[src/rtl/afifo_pkg.sv]
// Shared definitions for the async FIFO and its read-side stream consumer.
package afifo_pkg;

  typedef enum logic [1:0] {
    IDLE  = 2'd0,
    RUN   = 2'd1,
    DRAIN = 2'd2
  } rd_state_e;

  localparam int DSIZE_DEF = 8;
  localparam int ASIZE_DEF = 4;

  function automatic logic [1:0] occ_after(input logic [1:0] occ,
                                           input logic       push,
                                           input logic       pop);
    return occ + {1'b0, push} - {1'b0, pop};
  endfunction

endpackage

[src/rtl/afifo_skid_buf.sv]
// Two-entry {data,last} buffer; a pushed word is the head one cycle later when empty.
// Push must not occur when full; pop must not occur when empty.
module afifo_skid_buf #(
  parameter int DW = 8
) (
  input  logic          clk,
  input  logic          rst_n,
  input  logic          push,
  input  logic [DW-1:0] push_data,
  input  logic          push_last,
  input  logic          pop,
  output logic [DW-1:0] head_data,
  output logic          head_last,
  output logic [1:0]    occ
);
  import afifo_pkg::*;

  logic [DW-1:0] head_data_q, head_data_d;
  logic          head_last_q, head_last_d;
  logic [DW-1:0] tail_data_q, tail_data_d;
  logic          tail_last_q, tail_last_d;
  logic [1:0]    occ_q, occ_d;

  always_comb begin
    head_data_d = head_data_q;
    head_last_d = head_last_q;
    tail_data_d = tail_data_q;
    tail_last_d = tail_last_q;
    occ_d       = occ_after(occ_q, push, pop);
    if (pop && occ_q == 2'd2) begin
      head_data_d = tail_data_q;
      head_last_d = tail_last_q;
    end
    // With one word held, a push lands in the head only if that word leaves now.
    if (push) begin
      if (occ_q == 2'd0 || pop) begin
        head_data_d = push_data;
        head_last_d = push_last;
      end else begin
        tail_data_d = push_data;
        tail_last_d = push_last;
      end
    end
  end

  always_ff @(posedge clk or negedge rst_n) begin
    if (!rst_n) begin
      head_data_q <= '0;
      head_last_q <= 1'b0;
      tail_data_q <= '0;
      tail_last_q <= 1'b0;
      occ_q       <= 2'd0;
    end else begin
      head_data_q <= head_data_d;
      head_last_q <= head_last_d;
      tail_data_q <= tail_data_d;
      tail_last_q <= tail_last_d;
      occ_q       <= occ_d;
    end
  end

  assign head_data = head_data_q;
  assign head_last = head_last_q;
  assign occ       = occ_q;

endmodule

[src/rtl/afifo_rd_stream.sv]
// Drains the FIFO read port into a registered valid/ready stream with burst framing; 1-cycle latency.
// Backpressure: FIFO pops stop once the 2-entry buffer is full; held words stay stable until accepted.
module afifo_rd_stream
  import afifo_pkg::*;
#(
  parameter int DSIZE = 8,
  parameter int BURST = 4,
  parameter int CNT_W = 16
) (
  input  logic             rd_clk,
  input  logic             rd_rst,
  input  logic [DSIZE-1:0] rd_data,
  input  logic             rd_empty,
  output logic             rd_inc,
  input  logic             en,
  output logic [DSIZE-1:0] out_data,
  output logic             out_valid,
  output logic             out_last,
  input  logic             out_ready,
  output logic [CNT_W-1:0] word_count,
  output logic             busy
);

  localparam int BW = (BURST > 1) ? $clog2(BURST) : 1;

  logic [BW-1:0]    beat_q, beat_d;
  logic [CNT_W-1:0] cnt_q, cnt_d;
  rd_state_e        state_q, state_d;
  logic [1:0]       occ, occ_nxt;
  logic             pop, push_last;

  assign rd_inc    = rd_rst & en & ~rd_empty & (occ < 2'd2);
  assign out_valid = (occ != 2'd0);
  assign pop       = out_valid & out_ready;
  assign push_last = (beat_q == BW'(BURST - 1));
  assign occ_nxt   = occ_after(occ, rd_inc, pop);

  afifo_skid_buf #(.DW(DSIZE)) u_buf (
    .clk       (rd_clk),
    .rst_n     (rd_rst),
    .push      (rd_inc),
    .push_data (rd_data),
    .push_last (push_last),
    .pop       (pop),
    .head_data (out_data),
    .head_last (out_last),
    .occ       (occ)
  );

  always_comb begin
    beat_d = beat_q;
    cnt_d  = cnt_q;
    if (rd_inc) beat_d = push_last ? '0 : beat_q + BW'(1);
    if (pop && cnt_q != '1) cnt_d = cnt_q + CNT_W'(1);
  end

  always_comb begin
    state_d = state_q;
    case (state_q)
      IDLE:  if (en && (!rd_empty || occ != 2'd0)) state_d = RUN;
      RUN: begin
        if (!en && occ_nxt != 2'd0)                        state_d = DRAIN;
        else if ((!en || rd_empty) && occ_nxt == 2'd0)     state_d = IDLE;
      end
      DRAIN: begin
        if (en)                     state_d = RUN;
        else if (occ_nxt == 2'd0)   state_d = IDLE;
      end
      default: state_d = IDLE;
    endcase
  end

  always_ff @(posedge rd_clk or negedge rd_rst) begin
    if (!rd_rst) begin
      beat_q  <= '0;
      cnt_q   <= '0;
      state_q <= IDLE;
    end else begin
      beat_q  <= beat_d;
      cnt_q   <= cnt_d;
      state_q <= state_d;
    end
  end

  assign word_count = cnt_q;
  assign busy       = (state_q != IDLE);

endmodule

[config.mk]
export PLATFORM = sky130hd
export DESIGN_NAME = afifo_rd_stream
export DESIGN_NICKNAME = d
export VERILOG_FILES = /design/src/rtl/afifo_pkg.sv /design/src/rtl/afifo_skid_buf.sv /design/src/rtl/afifo_rd_stream.sv
export SDC_FILE = /design/constraint.sdc
export NUM_CORES = 1
export LEC_CHECK = 0
export ABC_AREA = 1
export CORE_ASPECT_RATIO = 0.5
export CORE_MARGIN = 2
export CORE_UTILIZATION = 40
export DETAILED_ROUTE_END_ITERATION = 12
export PLACE_DENSITY_LB_ADDON = 0.2
export SYNTH_ARGS = -nofsm -noshare
export SYNTH_HDL_FRONTEND = slang
export SYNTH_SLANG_ARGS = --single-unit
[constraint.sdc]
create_clock -name rd_clk -period 1.5 [get_ports rd_clk]
set_input_delay 0.3 -clock rd_clk [delete_from_list [all_inputs] [get_ports rd_clk]]
set_output_delay 0.3 -clock rd_clk [all_outputs]
set_load 0.02 [all_outputs]
==> metrics.yaml <==
htree_levels: 2
dp.cells: 413
vias: 2012
yosysSeqAreaShare_pct: 47.1
yosysTopAreaCell: "dfrtp_1"
rsz0062_at_grt: "true"
die_w_um: 107
post-route-period-util_pct: 97.4
endpoint_kind: "output port"
final_nets: 371
multi_input_area_um2: 1070
grtUsageTotal_pct: 18.6
p_leak_uw: 0.00151
finalHoldViolations: 0
layout_common_cells: "nand2_1, buf_4, dfrtp_1"
coreArea_um2: 5020
routedWlPerCell_um: 12.0
synth_top_area_share_pct: 47.1
drt_wl_total_um: 5120
tritoncts: "built"
worstPathMaxFanout: 4
slew_violations: 0
synthesis.area_um2: 2120
worst_pin_slew_ps: 507
cts_made_buffers: 5
grt_max_degree: 41
overflow: 0
io_pins: 41
finalSetupViolations: 0
antenna_found_initial: 0
seqCellArea_um2: 1010
clock_tree.root_cell: "clkbuf_8"
power-per-cell-area_nw_per_um2: 1440
clk_latency_ps: 300
dpl_worst_slack_ps: -599
synth_cell_types: 26
fin_setup_tns_ps: 0
crit_required_ps: 1200
ir_worst_vdd_mv: 0.864
fin_worst_skew_ps: 1.93
place_hpwl_um: 3690
synth_warnings: 0
relSlewSlack_pct: 66.2
fin_cells: 427
cts.path.max_buffers: 2
syn2layout_area_growth_pct: 41.7
drtPass1Iterations: 4
clk_pin_slew_ps: 80
die_area_um2: 5940
n_antenna_cell: 0
die_h_um: 55.5
grt_pass1_vias: 1871
crit_path_start_kind: "register"
final_common_cell: "nand2_1"
setup_slack_ps: 38.5
synthCells: 278
nFillCells: 454
clock.fmax_ghz: 0.684
critPathKind: "register to output port"
initial_utilization_pct: 42.3
grt_pass1_wl_um: 8650
critPathArrivalTime_ps: 1160
syn_area_per_cell_um2: 7.64
drive_above_1_share_pct: 24.4
synth.area.top_cells: "dfrtp_1, nand2_1, nor2_1"
ys_seq_elements: 40
hold_path.class: "primary input to asynchronous set/reset pin"
drtAntennaViolNets: 0
num_rows: 18
clkSinkCount: 40
period_needed_ps: 1460
viasPerCell: 4.71
drt-initial-drc-count: 85
drc: 0
maxCapViolCount: 0
portBuffers: 40
syn_nets: 293
gp_congestion: 0.835
outcome: "complete, no violations"
-- where the power goes --
part | switching [µW] | leakage, µW | internal, µW
Sequential | 226 | 0.000504 | 1430
Clock | 405 | 0.0000434 | 373
Combinational | 1060 | 0.000964 | 841
Total | 1690 | 0.00151 | 2640
-- registers in the layout (all words and copies together), names as in the netlist --
signal,count
beat_q,2
state_q,2
u_buf.head_data,8
u_buf.head_last,1
u_buf.occ,2
u_buf.tail_data_q,8
u_buf.tail_last_q,1
word_count,16
-- logic make-up after synthesis --
group / share of synthesized area (%)
buffers and inverters: 5.66
AO/OA/AOI/OAI: 7.37
flip-flops: 47.1
multiplexers: 0.530
XOR/XNOR: 2.89
AND/OR/NAND/NOR: 35.2
adder cells (fa/ha/maj): 1.18
-- per-stage QoR --
step | hold WS, ps | utilization, % | power, µW | cell area [µm²]
floorplan | 4.41 | - | 2710 | 2150
global placement | 422 | 56.4 | 3520 | 2830
detailed placement | 429 | 56.4 | 3590 | 2830
CTS | 106 | 59.1 | 4330 | 2970
global route | 172 | 59.9 | 4650 | 3010
finish | 130 | 59.9 | 4330 | 3010
-- final timing paths --
check	start	to	slack, ps	depth (start not counted)
worst min-delay path	rd_rst	beat_q[1]$_DFFE_PN0P_	130	2
min in group rd_clk	rd_rst	u_buf.occ[0]$_DFF_PN0_	400	4
worst min register to register	u_buf.tail_data_q[5]$_DFFE_PN0P_	u_buf.tail_data_q[5]$_DFFE_PN0P_	480	2
max in group asynchronous	rd_rst	word_count[1]$_DFFE_PN0P_	990	2
worst max register to register	word_count[1]$_DFFE_PN0P_	word_count[2]$_DFFE_PN0P_	90	8
worst max-delay path	word_count[5]$_DFFE_PN0P_	word_count[5]	40	2
-- synth_stat cells (all sizes together) --
master and n:
o21ai 14, o21a 1, nand4 5, dfrtp 40, xor2 1, nor2 33, ha 2, nand2 122
a31oi 9, or2 1, mux2 1, xnor2 6, nand3 16, inv 20, buf 6, o211ai 1
-- final cells by class --
class / instances / area share [%]
Clock buffer: 6 / 2.75
Clock inverter: 2 / 0.499
Inverter: 20 / 2.58
Multi-Input combinational cell: 212 / 35.6
Sequential cell: 40 / 33.7
Tap cell: 70 / 2.91
Timing Repair Buffer: 77 / 22.0
-- metal layers --
layer / routed length, µm / GRT usage, %
met1: 2450 / 24.5
met2: 2430 / 30.2
met3: 184 / 4.49
met4: 58 / 6.12
met5: 0 / 0
-- repair_timing --
action,CTS,global route
hold buffers,0,0
endpoints found under the setup margin,64,38
pin swaps,1,2
resized for setup,39,33
setup buffers,5,2
-- critical path: stages (launching register included) --
cell and delay (ps):
dfrtp_1 420, buf_4 170, clkdlybuf4s15_1 280
No activity file was read; power rests on OpenSTA's default activity.
